===== config.mk =====
export PLATFORM = sky130hd
export DESIGN_NAME = warpv_l15_port_arbiter
export DESIGN_NICKNAME = d
export VERILOG_FILES = /design/src/rtl/warpv_l15_pkg.sv /design/src/rtl/warpv_rr_arb2.sv /design/src/rtl/warpv_l15_port_arbiter.sv
export SDC_FILE = /design/constraint.sdc
export NUM_CORES = 1
export LEC_CHECK = 0
export CAP_MARGIN = 20
export CORE_UTILIZATION = 45
export CTS_CLUSTER_DIAMETER = 100
export CTS_CLUSTER_SIZE = 25
export DETAILED_ROUTE_END_ITERATION = 8
export HOLD_SLACK_MARGIN = 0.06
export PLACE_DENSITY = 0.85
export SYNTH_ARGS = -nofsm -noshare
export SYNTH_HDL_FRONTEND = slang
export SYNTH_SLANG_ARGS = --single-unit

===== constraint.sdc =====
create_clock -name clk -period 6.35 [get_ports clk]
set_clock_uncertainty 0.2 [all_clocks]
set_input_delay 1.27 -clock clk [delete_from_list [all_inputs] [get_ports clk]]
set_output_delay 1.27 -clock clk [all_outputs]
set_load 0.005 [all_outputs]

===== src/rtl/warpv_l15_pkg.sv =====
// Shared types and constants for the WARP-V <-> OpenPiton L1.5 transducer slice:
// arbiter state encoding plus message constants lifted out of the transducer.
package warpv_l15_pkg;

   typedef enum logic [1:0] {
      ST_IDLE  = 2'd0,
      ST_ISSUE = 2'd1,
      ST_RESP  = 2'd2,
      ST_GAP   = 2'd3
   } arb_state_e;

   localparam logic [2:0] MSG_DATA_SIZE_0B  = 3'b000;
   localparam logic [2:0] MSG_DATA_SIZE_1B  = 3'b001;
   localparam logic [2:0] MSG_DATA_SIZE_2B  = 3'b010;
   localparam logic [2:0] MSG_DATA_SIZE_4B  = 3'b011;
   localparam logic [2:0] MSG_DATA_SIZE_8B  = 3'b100;
   localparam logic [2:0] MSG_DATA_SIZE_16B = 3'b101;
   localparam logic [2:0] MSG_DATA_SIZE_32B = 3'b110;
   localparam logic [2:0] MSG_DATA_SIZE_64B = 3'b111;

   localparam int L15_AMO_OP_WIDTH = 4;
   localparam int PHY_ADDR_WIDTH   = 40;

endpackage


===== src/rtl/warpv_rr_arb2.sv =====
// Two-requester round-robin grant: when both request, the port that did not
// win last time is chosen. Purely combinational.
module warpv_rr_arb2 (
   input  logic valid0,
   input  logic valid1,
   input  logic last_grant,
   output logic gnt_valid,
   output logic gnt_port
);

   always_comb begin
      gnt_valid = valid0 | valid1;
      gnt_port  = (valid0 & valid1) ? ~last_grant : valid1;
   end

endmodule


===== src/rtl/warpv_l15_port_arbiter.sv =====
// Shares the single transducer memory port between instruction fetch (port 0)
// and load/store (port 1); one outstanding request, round-robin, watchdog.
module warpv_l15_port_arbiter
   import warpv_l15_pkg::*;
#(
   parameter int GAP_CYCLES     = 1,
   parameter int TIMEOUT_CYCLES = 1023,
   parameter int CNT_W          = 10
) (
   input  logic        clk,
   input  logic        rst_n,
   input  logic        req0_valid,
   input  logic [31:0] req0_addr,
   input  logic [3:0]  req0_wstrb,
   input  logic [31:0] req0_wdata,
   output logic        req0_ready,
   output logic [31:0] req0_rdata,
   input  logic        req1_valid,
   input  logic [31:0] req1_addr,
   input  logic [3:0]  req1_wstrb,
   input  logic [31:0] req1_wdata,
   output logic        req1_ready,
   output logic [31:0] req1_rdata,
   output logic        mem_valid,
   output logic [31:0] mem_addr,
   output logic [3:0]  mem_wstrb,
   output logic [31:0] mem_wdata,
   input  logic        mem_ready,
   input  logic [31:0] mem_rdata,
   output logic        timeout_err,
   input  logic        err_clr,
   output logic [1:0]  dbg_state
);

   // Handshake: reqN_valid is held until a one-cycle reqN_ready strobe;
   // mem_valid is held with stable fields until mem_ready is seen in ISSUE.
   arb_state_e        state_q, state_d;
   logic              last_grant_q, last_grant_d;
   logic              grant_q, grant_d;
   logic [CNT_W-1:0]  cnt_q, cnt_d, cnt_inc;
   logic              mem_valid_q, mem_valid_d;
   logic [31:0]       mem_addr_q, mem_addr_d;
   logic [3:0]        mem_wstrb_q, mem_wstrb_d;
   logic [31:0]       mem_wdata_q, mem_wdata_d;
   logic              req0_ready_q, req0_ready_d;
   logic              req1_ready_q, req1_ready_d;
   logic [31:0]       req0_rdata_q, req0_rdata_d;
   logic [31:0]       req1_rdata_q, req1_rdata_d;
   logic              timeout_err_q, timeout_err_d;
   logic              arb_valid, arb_port;
   logic              resp_fire, timeout_set, expire;
   logic [31:0]       resp_data;

   warpv_rr_arb2 u_arb (
      .valid0     (req0_valid),
      .valid1     (req1_valid),
      .last_grant (last_grant_q),
      .gnt_valid  (arb_valid),
      .gnt_port   (arb_port)
   );

   always_comb begin
      state_d       = state_q;
      last_grant_d  = last_grant_q;
      grant_d       = grant_q;
      cnt_d         = cnt_q;
      mem_valid_d   = mem_valid_q;
      mem_addr_d    = mem_addr_q;
      mem_wstrb_d   = mem_wstrb_q;
      mem_wdata_d   = mem_wdata_q;
      req0_ready_d  = 1'b0;
      req1_ready_d  = 1'b0;
      req0_rdata_d  = req0_rdata_q;
      req1_rdata_d  = req1_rdata_q;
      resp_fire     = 1'b0;
      resp_data     = 32'd0;
      timeout_set   = 1'b0;
      cnt_inc       = cnt_q + CNT_W'(1);
      expire        = (TIMEOUT_CYCLES != 0) && (cnt_inc == CNT_W'(TIMEOUT_CYCLES));

      case (state_q)
         ST_IDLE: begin
            if (arb_valid) begin
               grant_d      = arb_port;
               last_grant_d = arb_port;
               mem_addr_d   = arb_port ? req1_addr  : req0_addr;
               mem_wstrb_d  = arb_port ? req1_wstrb : req0_wstrb;
               mem_wdata_d  = arb_port ? req1_wdata : req0_wdata;
               mem_valid_d  = 1'b1;
               cnt_d        = '0;
               state_d      = ST_ISSUE;
            end
         end
         ST_ISSUE: begin
            cnt_d = cnt_inc;
            // A response in the expiry cycle is real data, so it beats the watchdog.
            if (mem_ready) begin
               resp_fire = 1'b1;
               resp_data = mem_rdata;
            end else if (expire) begin
               resp_fire   = 1'b1;
               timeout_set = 1'b1;
            end
            if (resp_fire) begin
               mem_valid_d = 1'b0;
               state_d     = ST_RESP;
            end
         end
         ST_RESP: begin
            cnt_d   = '0;
            state_d = ST_GAP;
         end
         ST_GAP: begin
            if (cnt_inc == CNT_W'(GAP_CYCLES)) begin
               cnt_d   = '0;
               state_d = ST_IDLE;
            end else begin
               cnt_d = cnt_inc;
            end
         end
         default: state_d = ST_IDLE;
      endcase

      if (resp_fire) begin
         if (grant_q) begin
            req1_ready_d = 1'b1;
            req1_rdata_d = resp_data;
         end else begin
            req0_ready_d = 1'b1;
            req0_rdata_d = resp_data;
         end
      end

      timeout_err_d = timeout_err_q;
      if (timeout_set)  timeout_err_d = 1'b1;
      else if (err_clr) timeout_err_d = 1'b0;
   end

   always_ff @(posedge clk) begin
      if (!rst_n) begin
         state_q       <= ST_IDLE;
         last_grant_q  <= 1'b1;
         grant_q       <= 1'b0;
         cnt_q         <= '0;
         mem_valid_q   <= 1'b0;
         mem_addr_q    <= 32'd0;
         mem_wstrb_q   <= 4'd0;
         mem_wdata_q   <= 32'd0;
         req0_ready_q  <= 1'b0;
         req1_ready_q  <= 1'b0;
         req0_rdata_q  <= 32'd0;
         req1_rdata_q  <= 32'd0;
         timeout_err_q <= 1'b0;
      end else begin
         state_q       <= state_d;
         last_grant_q  <= last_grant_d;
         grant_q       <= grant_d;
         cnt_q         <= cnt_d;
         mem_valid_q   <= mem_valid_d;
         mem_addr_q    <= mem_addr_d;
         mem_wstrb_q   <= mem_wstrb_d;
         mem_wdata_q   <= mem_wdata_d;
         req0_ready_q  <= req0_ready_d;
         req1_ready_q  <= req1_ready_d;
         req0_rdata_q  <= req0_rdata_d;
         req1_rdata_q  <= req1_rdata_d;
         timeout_err_q <= timeout_err_d;
      end
   end

   assign mem_valid   = mem_valid_q;
   assign mem_addr    = mem_addr_q;
   assign mem_wstrb   = mem_wstrb_q;
   assign mem_wdata   = mem_wdata_q;
   assign req0_ready  = req0_ready_q;
   assign req1_ready  = req1_ready_q;
   assign req0_rdata  = req0_rdata_q;
   assign req1_rdata  = req1_rdata_q;
   assign timeout_err = timeout_err_q;
   assign dbg_state   = state_q;

endmodule


# Word level (Yosys, flattened, before mapping)
# Cells that the tools add are included.
dict set report word_totals {
  romBits 0
  ram_bits 0
  output_inout_bits 138
  in_bits 174
  latchBits 0
  word_cells 61
  n_memories 0
  ff_bits 150
}
dict set report op_classes {
  eq_ne 8
  n_addsub 1
  reduce_logical 9
  div_mod_pow 0
  shifts 0
  order_cmp 0
  mul 0
  mux 26
  n_bitwise 4
}
# cell count
set op_table {}
lappend op_table {{$mux W32} 4}
lappend op_table {{$pmux W10 S4} 1}
lappend op_table {{$mux W10} 2}
lappend op_table {{$mux W1} 13}
lappend op_table {{$add A10 B1 Y10 const B} 1}
lappend op_table {{$eq A10 B1 Y1 const B} 1}
lappend op_table {{$eq A10 B10 Y1 const B} 1}
lappend op_table {{$pmux W2 S4} 1}
lappend op_table {{$reduce_and A2 Y1} 4}
lappend op_table {{$mux W2} 3}
lappend op_table {{$ne A2 B2 Y1 const B} 3}
lappend op_table {{$reduce_and A3 Y1} 2}
lappend op_table {{$eq A2 B2 Y1 const B} 2}
lappend op_table {{$mux W4} 1}
lappend op_table {{$reduce_bool A2 Y1} 2}
lappend op_table {{$eq A2 B1 Y1 const B} 1}
lappend op_table {{$logic_not A2 Y1} 1}
lappend op_table {{$not A1 Y1} 2}
lappend op_table {{$pmux W1 S2} 1}
lappend op_table {{$and A1 B1 Y1} 1}
lappend op_table {{$or A1 B1 Y1} 1}

# Depth between registers and ports, before layout
dict set report logic_depth {
  depth_word 7
  depth_mapped 9
  ltp_nobuf 7
}

# Cells and area by module
# From an unflattened synthesis, not the netlist that was laid out.
dict set report hier_totals {
  cells_unflattened 603
  area_unflattened_um2 6229.7
}
# module cells_each area_per_inst_um2 seq_area_each_um2 n_inst
set by_module_without_submodules {}
lappend by_module_without_submodules {warpv_l15_port_arbiter 601 6216.0 3002.9 1}
lappend by_module_without_submodules {warpv_rr_arb2 2 13.8 0.0 1}

# Least setup slack after synthesis
# No wires, ideal clock.
dict set report synth_timing {
  path_type {input to register}
  from {input port req1_valid}
  to {register mem_wstrb_q[0], in the netlist mem_wstrb[0]}
  slack_ps 3095
  cell_stages 7
  required_time_ps 6034
  path_buffers 3
  setup_ps 116
  t_arrival_ps 2939
  cell_sequence {a21boi_0 -> clkbuf_1 -> clkbuf_1 -> buf_1 -> mux2i_1 -> nand2_1 -> o211a_1}
}
dict set report synth_via {
  elab_chain_cells 3
  word_cells_on_any_way 5
  classes_between {mux (2); bitwise (2); reduce/logical (1)}
}
# item line_no
set synth_lines {}
lappend synth_lines {{start, declared} warpv_l15_port_arbiter.sv:18} ;# input logic req1_valid,
lappend synth_lines {{$and A1 B1 Y1} warpv_rr_arb2.sv:13} ;# gnt_port = (valid0 & valid1) ? ~last_grant : valid1;
lappend synth_lines {{$mux W1} warpv_rr_arb2.sv:13}
lappend synth_lines {{$mux W4} warpv_l15_port_arbiter.sv:87} ;# mem_wstrb_d = arb_port ? req1_wstrb : req0_wstrb;
lappend synth_lines {{end signal, assigned} warpv_l15_port_arbiter.sv:161} ;# mem_wstrb_q <= mem_wstrb_d;
lappend synth_lines {{end, declared} warpv_l15_port_arbiter.sv:43} ;# logic [3:0] mem_wstrb_q, mem_wstrb_d;
# Several ways; a longest one is shown, not always the timed one.
# A chain may end at the register's enable or synchronous reset.

# Final worst setup path
dict set report layout_timing {
  from {register cnt_q[1]}
  to {register req0_rdata_q[11], in the netlist req0_rdata[11]}
}
dict set report layout_via {
  elab_chain_cells 7
}
# item line_no
set layout_lines {}
lappend layout_lines {{start, declared} warpv_l15_port_arbiter.sv:40} ;# logic [CNT_W-1:0] cnt_q, cnt_d, cnt_inc;
lappend layout_lines {{start signal, assigned} warpv_l15_port_arbiter.sv:158} ;# cnt_q <= cnt_d;
lappend layout_lines {{$add A10 B1 Y10} warpv_l15_port_arbiter.sv:78} ;# cnt_inc = cnt_q + CNT_W'(1);
lappend layout_lines {{$eq A10 B10 Y1} warpv_l15_port_arbiter.sv:79} ;# expire = (TIMEOUT_CYCLES != 0) && (cnt_inc == CNT_W'(TIMEOUT_CYCLES));
lappend layout_lines {{$mux W1} warpv_l15_port_arbiter.sv:100} ;# end else if (expire) begin
lappend layout_lines {{$mux W1} warpv_l15_port_arbiter.sv:97} ;# if (mem_ready) begin
lappend layout_lines {{$mux W1 (2 in series)} warpv_l15_port_arbiter.sv:81} ;# case (state_q)
lappend layout_lines {{$reduce_and A2 Y1 (no source line)} --}
lappend layout_lines {{end signal, assigned} warpv_l15_port_arbiter.sv:165} ;# req0_rdata_q <= req0_rdata_d;
lappend layout_lines {{end, declared} warpv_l15_port_arbiter.sv:47} ;# logic [31:0] req0_rdata_q, req0_rdata_d;
# Every way passes these cells. The select of a mux whose other input is x is not followed.

==> impl_metrics.ini <==
[critical_path]
startpoint_type = register
path_class = reg2reg
end_kind = register
worst_ep_arrival_time_ns = 3.69
critical_path.max_fanout = 24
cp_data_required_time_ns = 6.46

[placement]
dp_slack_ns = 2.440
detailed_place.area_um2 = 10160
port_buffers = 311
dp_cells = 1145
place_congestion = 0.8054
hpwl_mm = 14.32

[power_and_ir_drop]
power.total_mw = 3.334
p_per_area_nw_per_um2 = 310.1
p_leak_nw = 4.642
max-vdd-ir-drop_v = 0.0002263

[clocking]
cts_sinks = 150
postCtsHoldBufs = 0
clk_latency_ns = 0.42
cts-buffers-inserted = 17
cts-resized-gates = 0
clk_pin_slew_worst_paths_ns = 0.06
tritoncts = yes
cts_setup_buffers = 0
htreeDepth = 4
cts-root-buf = clkbuf_16
clock_path_buffers = 2

[grt]
grt_pass1_vias = 5897
grt_max_degree = 116
grt_overflow = 0
grt_first_pass_wirelength_mm = 31.64
grt_antenna_before_repair = 0
grt_util_all_layers_pct = 25.35

[floorplanning]
die_x_um = 126.9
die_area_um2 = 16090
pin_count = 312
die_y_um = 126.9
initial_core_util_pct = 46.14
rows = 45
core_area_um2 = 15200

[routing]
dr.pass1.iters = 4
wl_met1_mm = 8.309
top_layer = met4
dr_wl_met2_mm = 9.928
routed_wirelength_mm = 20.43
dr_wl_met3_mm = 1.853
dr.first_iter.drc_count = 281
routedWlPerCell_um = 17.37
via_count = 6174
viasPerCell = 5.250
drc = 0
route.antenna.remaining_nets = 0

[layout]
fin_area_um2 = 10750
final_util_pct = 70.72
diodes = 0
final_cell_mix = clkdlybuf4s50_1, dfxtp_1, mux2i_1
drive_gt1_share_pct = 5.263
nNetsFinal = 1158
mostFrequentLayoutCell = clkdlybuf4s50_1
finalNonFillerCells = 1176
areaGrowthSynthToFinish_pct = 53.28

[min_path]
hold_class = reg2reg

[synth]
async_reset_ff_share_pct = 0
ys_seq_area_share_pct = 42.81
synth_warnings = 0
synthFlopType = dfxtp_1
ys_types = 44
synth_edf_count = 0
synth.cell_area_um2 = 7014
syn-num-nets = 880
syn-instance-count = 698
syn_avg_cell_area_um2 = 10.05
synth-seq-cells = 150

[timing]
rsz0062_at_grt = no
whs_ns = 0.2970
slew_viol_final = 0
maxSlewHeadroom_pct = 31.48
setup-tns-final_ns = 0
max_clock_freq_ghz = 0.2793
worst_slack_ns = 2.769
period_minus_slack_ns = 3.581
tightest_slew_ns = 1.028
timing.final.hold_violations = 0
fin_crit_sh_pct = 56.39
finalSetupViolCount = 0

[run]
max_cap_violations = 0

[run_status]
outcome = complete, no violations
-- flip-flops by register name (all words and copies together), names as in the netlist, 2 cells and up --
name        flops
mem_wstrb       4
dbg_state       2
mem_wdata      32
req0_rdata     32
mem_addr       32
cnt_q          10
req1_rdata     32
-- worst max-delay path, stage by stage, from the launching register on --
cell     delay (ns)
dfxtp_1        0.49
ha_1           0.41
xor2_1         0.18
nand4_1        0.15
a211o_4        0.34
o41ai_4        0.83
buf_4          0.51
mux2i_1        0.28
nor2b_1        0.07
-- per-layer routing --
metal,vias up,global-route usage (%)
li1,3028,-
met1,2903,28.56
met2,221,43.50
met3,22,10.25
met4,0,8.333
met5,-,0
-- layout make-up --
type | count | area [um2]
multi-input cells | 480 | 3709
repair buffers | 319 | 3183
fillers | 1173 | 4451
clock buffers | 20 | 466.7
well taps | 188 | 235.2
inverters | 8 | 30.03
clock inverters | 11 | 125.1
flip-flops and latches | 150 | 3003
-- cell families after synthesis --
kind of cell    synth area share (%)
flops                          42.81
fa+ha+maj                      1.427
buf+inv                        4.584
xor+xnor                      0.7314
simple gates                   17.04
mux                            19.28
compound gates                 14.13
-- report_power, final --
part	switching [mW]	total (mW)	internal [mW]	leakage, nW
Sequential	0.0955	1.20	1.10	1.23
Combinational	0.509	1.12	0.613	3.13
Clock	0.403	1.01	0.608	0.288
Total	1.01	3.33	2.33	4.64
-- cell usage after synthesis, types with 2 or more instances --
cell | count | area share [%]
a21boi_0 | 4 | 0.43
o211a_1 | 68 | 9.7
o21ai_0 | 9 | 0.64
nor2b_1 | 70 | 6.2
mux2i_1 | 134 | 19
a21oi_1 | 4 | 0.29
clkbuf_1 | 45 | 2.4
and4_1 | 2 | 0.25
ha_1 | 8 | 1.4
a31oi_1 | 3 | 0.27
buf_2 | 2 | 0.14
buf_6 | 8 | 1.3
o41ai_4 | 2 | 0.78
buf_1 | 4 | 0.21
nor2_1 | 7 | 0.37
nand4_1 | 3 | 0.27
dfxtp_1 | 150 | 43
nand3_1 | 11 | 0.78
and3_1 | 35 | 3.1
o22ai_1 | 2 | 0.18
o31ai_1 | 5 | 0.54
and2_1 | 5 | 0.45
nor3_1 | 3 | 0.21
xor2_1 | 4 | 0.50
nand2_1 | 82 | 4.4
or2_2 | 2 | 0.18
o2111ai_1 | 2 | 0.25
inv_1 | 8 | 0.43
-- worst paths after layout --
kind	endpoint	depth (start not counted)	slack, ns	startpoint
setup / recovery	req0_rdata[11]	8	2.77	cnt_q[1]
hold / removal	mem_wdata[3]	1	0.30	mem_wdata[3]
setup reg to reg	req0_rdata[11]	8	2.77	cnt_q[1]
hold reg to reg	mem_wdata[3]	1	0.30	mem_wdata[3]
(Power assumes the default switching activity.)
